<file path="config.mk">
export PLATFORM = sky130hd
export DESIGN_NAME = bin_to_bcd_seq
export DESIGN_NICKNAME = d
export VERILOG_FILES = /design/src/rtl/bin_to_bcd_seq.sv
export SDC_FILE = /design/constraint.sdc
export NUM_CORES = 1
export LEC_CHECK = 0
export ABC_AREA = 1
export CAP_MARGIN = 10
export CORE_MARGIN = 2
export CORE_UTILIZATION = 45
export DETAILED_ROUTE_END_ITERATION = 7
export HOLD_SLACK_MARGIN = 0.1
export PLACE_DENSITY = 0.67
export SYNTH_ARGS = -nofsm -noshare
export SYNTH_HDL_FRONTEND = slang
export SYNTH_SLANG_ARGS = --single-unit
</file>
<file path="constraint.sdc">
create_clock -name clk -period 2.5 [get_ports clk]
set_input_delay 0.25 -clock clk [delete_from_list [all_inputs] [get_ports clk]]
set_output_delay 0.25 -clock clk [all_outputs]
set_load 0.01 [all_outputs]
</file>
<file path="src/rtl/bin_to_bcd_seq.sv">
// Sequential binary-to-BCD converter (double dabble), one input bit per clock,
// with a start/busy/done handshake and a registered result.
module bin_to_bcd_seq #(
  parameter int unsigned BIN_W  = 8,
  parameter int unsigned DIGITS = 3
) (
  input  logic                  clk,
  input  logic                  rst,
  input  logic                  start,
  input  logic [BIN_W-1:0]      bin,
  output logic                  busy,
  output logic                  done,
  output logic [4*DIGITS-1:0]   bcd,
  output logic                  overflow
);

  localparam int unsigned BCD_W = 4 * DIGITS;
  localparam int unsigned CNT_W = $clog2(BIN_W + 1);

  localparam logic [1:0] ST_IDLE  = 2'd0;
  localparam logic [1:0] ST_SHIFT = 2'd1;
  localparam logic [1:0] ST_DONE  = 2'd2;

  logic [1:0]       state_q, state_d;
  logic             busy_q, busy_d;
  logic             done_q, done_d;
  logic [BIN_W-1:0] bin_sh_q, bin_sh_d;
  logic [BCD_W-1:0] work_q, work_d;
  logic             ovf_w_q, ovf_w_d;
  logic [CNT_W-1:0] cnt_q, cnt_d;
  logic [BCD_W-1:0] bcd_q, bcd_d;
  logic             overflow_q, overflow_d;

  logic [BCD_W-1:0] adj_c;
  logic [BCD_W-1:0] shift_c;
  logic             carry_c;

  // Add-3 adjust of every working digit >= 5, 4-bit arithmetic per digit
  always_comb begin
    adj_c = work_q;
    for (int i = 0; i < int'(DIGITS); i++) begin
      if (work_q[4*i +: 4] >= 4'd5) begin
        adj_c[4*i +: 4] = work_q[4*i +: 4] + 4'd3;
      end
    end
  end

  // Shift the adjusted digits left, pulling in the binary MSB; the top bit leaving is the overflow carry
  always_comb begin
    shift_c = {adj_c[BCD_W-2:0], bin_sh_q[BIN_W-1]};
    carry_c = adj_c[BCD_W-1];
  end

  // Next-state and datapath control
  always_comb begin
    state_d    = state_q;
    busy_d     = 1'b0;
    done_d     = 1'b0;
    bin_sh_d   = bin_sh_q;
    work_d     = work_q;
    ovf_w_d    = ovf_w_q;
    cnt_d      = cnt_q;
    bcd_d      = bcd_q;
    overflow_d = overflow_q;
    case (state_q)
      ST_IDLE, ST_DONE: begin
        if (start) begin
          state_d  = ST_SHIFT;
          busy_d   = 1'b1;
          bin_sh_d = bin;
          work_d   = '0;
          ovf_w_d  = 1'b0;
          cnt_d    = CNT_W'(BIN_W);
        end else begin
          state_d = ST_IDLE;
        end
      end
      ST_SHIFT: begin
        busy_d   = 1'b1;
        work_d   = shift_c;
        bin_sh_d = bin_sh_q << 1;
        ovf_w_d  = ovf_w_q | carry_c;
        cnt_d    = cnt_q - CNT_W'(1);
        if (cnt_q == CNT_W'(1)) begin
          state_d    = ST_DONE;
          busy_d     = 1'b0;
          done_d     = 1'b1;
          bcd_d      = shift_c;
          overflow_d = ovf_w_q | carry_c;
        end
      end
      default: begin
        state_d = ST_IDLE;
      end
    endcase
  end

  // State and datapath registers with synchronous reset
  always_ff @(posedge clk) begin
    if (rst) begin
      state_q    <= ST_IDLE;
      busy_q     <= 1'b0;
      done_q     <= 1'b0;
      bin_sh_q   <= '0;
      work_q     <= '0;
      ovf_w_q    <= 1'b0;
      cnt_q      <= '0;
      bcd_q      <= '0;
      overflow_q <= 1'b0;
    end else begin
      state_q    <= state_d;
      busy_q     <= busy_d;
      done_q     <= done_d;
      bin_sh_q   <= bin_sh_d;
      work_q     <= work_d;
      ovf_w_q    <= ovf_w_d;
      cnt_q      <= cnt_d;
      bcd_q      <= bcd_d;
      overflow_q <= overflow_d;
    end
  end

  assign busy     = busy_q;
  assign done     = done_q;
  assign bcd      = bcd_q;
  assign overflow = overflow_q;

endmodule

</file>
==> impl_metrics.env <==
export IMPL_avgViaCountPerCell=5.06
export IMPL_fp_dieW_um=70.3
export IMPL_cts_reportedPaths_clkPinSlew_ns=0.08
export IMPL_grt_usage_pct=18.8
export IMPL_netlist_instances=265
export IMPL_num_rows=24
export IMPL_rsz0062_at_grt="false"
export IMPL_async_reset_ff_share_pct=0
export IMPL_drc=0
export IMPL_whs_ns=0.470
export IMPL_wire_per_inst_um=12.1
export IMPL_grt_pass1_wl_mm=7.42
export IMPL_worstSetupPathType="register to register"
export IMPL_cp_data_arrival_time_ns=1.74
export IMPL_cts_buffers=5
export IMPL_clock_path_buffers=2
export IMPL_min_period_ns=1.51
export IMPL_avgSynthCellArea_um2=7.46
export IMPL_netlist_area_um2=1980
export IMPL_cp_required_ns=2.73
export IMPL_grt_pass1_vias=1603
export IMPL_hold_class="register to register"
export IMPL_synth_distinct_cells=25
export IMPL_final_max_slew_viol_count=0
export IMPL_gp_congestion=0.924
export IMPL_vdd_drop_max_mv=0.289
export IMPL_max_slew_margin_pct=57.8
export IMPL_portBuffers=25
export IMPL_wirelength_mm=4.13
export IMPL_synth_edff_count=0
export IMPL_ys_seq_elements=42
export IMPL_final_nets=306
export IMPL_power_density_nw_per_um2=601
export IMPL_clock_sinks=42
export IMPL_grt_max_degree=24
export IMPL_num_io_pins=26
export IMPL_max_freq_mhz=661
export IMPL_num_fill_cells=416
export IMPL_worst_setup_path_start_kind="register"
export IMPL_tightest_slew_ns=0.633
export IMPL_syn_nets=284
export IMPL_via_count=1720
export IMPL_postCtsHoldBufs=0
export IMPL_die_y_um=70.3
export IMPL_finClkSkew_ns=0.00699
export IMPL_finalSetupTns_ns=0
export IMPL_dp_hpwl_mm=2.81
export IMPL_finalPower_w=0.00141
export IMPL_area_growth_pct=18.4
export IMPL_ys_warn_count=0
export IMPL_drv_cap=0
export IMPL_setup_viol=0
export IMPL_drt_iter0_markers=111
export IMPL_dr_pass1_iters=4
export IMPL_clk_latency_ns=0.30
export IMPL_grt_ovfl_total=0
export IMPL_core_area_um2=4290
export IMPL_fin_crit_sh_pct=60.5
export IMPL_start_util_pct=46.0
export IMPL_synth_flop_cell="dfxtp_1"
export IMPL_cts_resized=0
export IMPL_antenna_left=0
export IMPL_leakage_nw=0.987
export IMPL_endpoint_kind="register"
export IMPL_n_antenna_cell=0
export IMPL_timing_critical_path_fanout_max=12
export IMPL_antenna_found_initial=0
export IMPL_hold_violations=0
export IMPL_yosysSeqAreaShare_pct=42.5
export IMPL_cts_setup_buffers=0
export IMPL_ctsHtreeMaxLevel=2
export IMPL_cts_root_buf="clkbuf_8"
export IMPL_status="complete, no violations"
export IMPL_drive_above_1_share_pct=7.99
export IMPL_dieArea_um2=4940
export IMPL_cts_tree="built"
[placed cells by master, fill, tap and decap left out, drive strengths merged]
master	synthesis	final
clkdlybuf4s50	0	25
o22ai	2	2
nand2	47	47
clkbuf	2	5
o21a	2	2
buf	9	1
bufinv	0	1
a211oi	1	1
dfxtp	42	42
o21ai	29	29
nor3	14	14
a31oi	1	1
ha	8	8
nand3	33	33
clkinv	0	2
nor2	23	23
a21oi	18	18
inv	34	34
[state kept, by name, summed over array words and instances, names as in the netlist]
name,count
state_q,2
ovf_w_q,1
done,1
cnt_q,4
busy,1
bin_sh_q,8
overflow,1
bcd,12
work_q,12
[worst paths after layout]
kind / from / to / slack, ns / cells past startpoint
worst min register to register: bcd[9] / bcd[9] / 0.47 / 2
worst min-delay path: bcd[9] / bcd[9] / 0.47 / 2
worst max-delay path: state_q[0] / work_q[5] / 0.99 / 6
worst max register to register: state_q[0] / work_q[5] / 0.99 / 6
[kinds of logic after synthesis]
logic type                 after synthesis  share of synthesized area, %
and+or+nand+nor                        117                          27.7
adders and majority gates                8                          5.06
buffers and inverters                   45                          10.1
DFF                                     42                          42.5
AOI/OAI and AO/OA                       53                          14.6
[area by class of cell]
class,instances,area [um^2],share of cell area (%)
tap,52,65.1,2.78
clock inverter,3,40.0,1.71
clock buffer,5,68.8,2.94
inverter,34,133,5.67
timing repair buffer,26,258,11.0
multi-input combinational,178,936,40.0
sequential,42,841,35.9
[critical path: stages, from the launching register on]
cell and delay (ns):
dfxtp_1 0.38, inv_1 0.07, nand2_1 0.29, nand2_2 0.24
inv_2 0.24, nand2_1 0.07, a21oi_1 0.15
[report_power, final]
| group | switching [W] | internal (W) |
|---|---|---|
| clock network | 0.000238 | 0.000294 |
| registers | 0.0000159 | 0.000698 |
| logic | 0.000100 | 0.0000603 |
[metal layers]
metal,vias to the layer above,track usage [%],wire length (um)
met2,28,29.4,1840
met3,5,3.46,135
met5,-,0,0
met1,776,25.2,2080
met4,0,8.33,72
li1,911,-,-
[metrics by stage]
step	utilization (%)	cells	setup slack (ns)	cell area, um^2
floorplan	-	265	1.27	1980
global placement	52.0	332	0.784	2230
detailed placement	52.0	332	0.725	2230
CTS	54.5	340	0.987	2340
global route	54.5	340	0.751	2340
finish	54.5	340	0.988	2340
[cell usage after synthesis (3+ instances only)]
cell	count	area share, %
o21ai_0	22	5.6
inv_1	28	5.3
inv_2	4	0.76
dfxtp_1	42	43
nor3_1	14	3.5
buf_4	4	1.5
o21ai_1	4	1.0
buf_2	3	0.76
ha_1	8	5.1
o21ai_2	3	1.3
nand3_1	32	8.1
nand2_1	45	8.5
a21oi_1	18	4.6
nor2_1	21	4.0
Note: power is estimated with default switching activity, not from simulation.
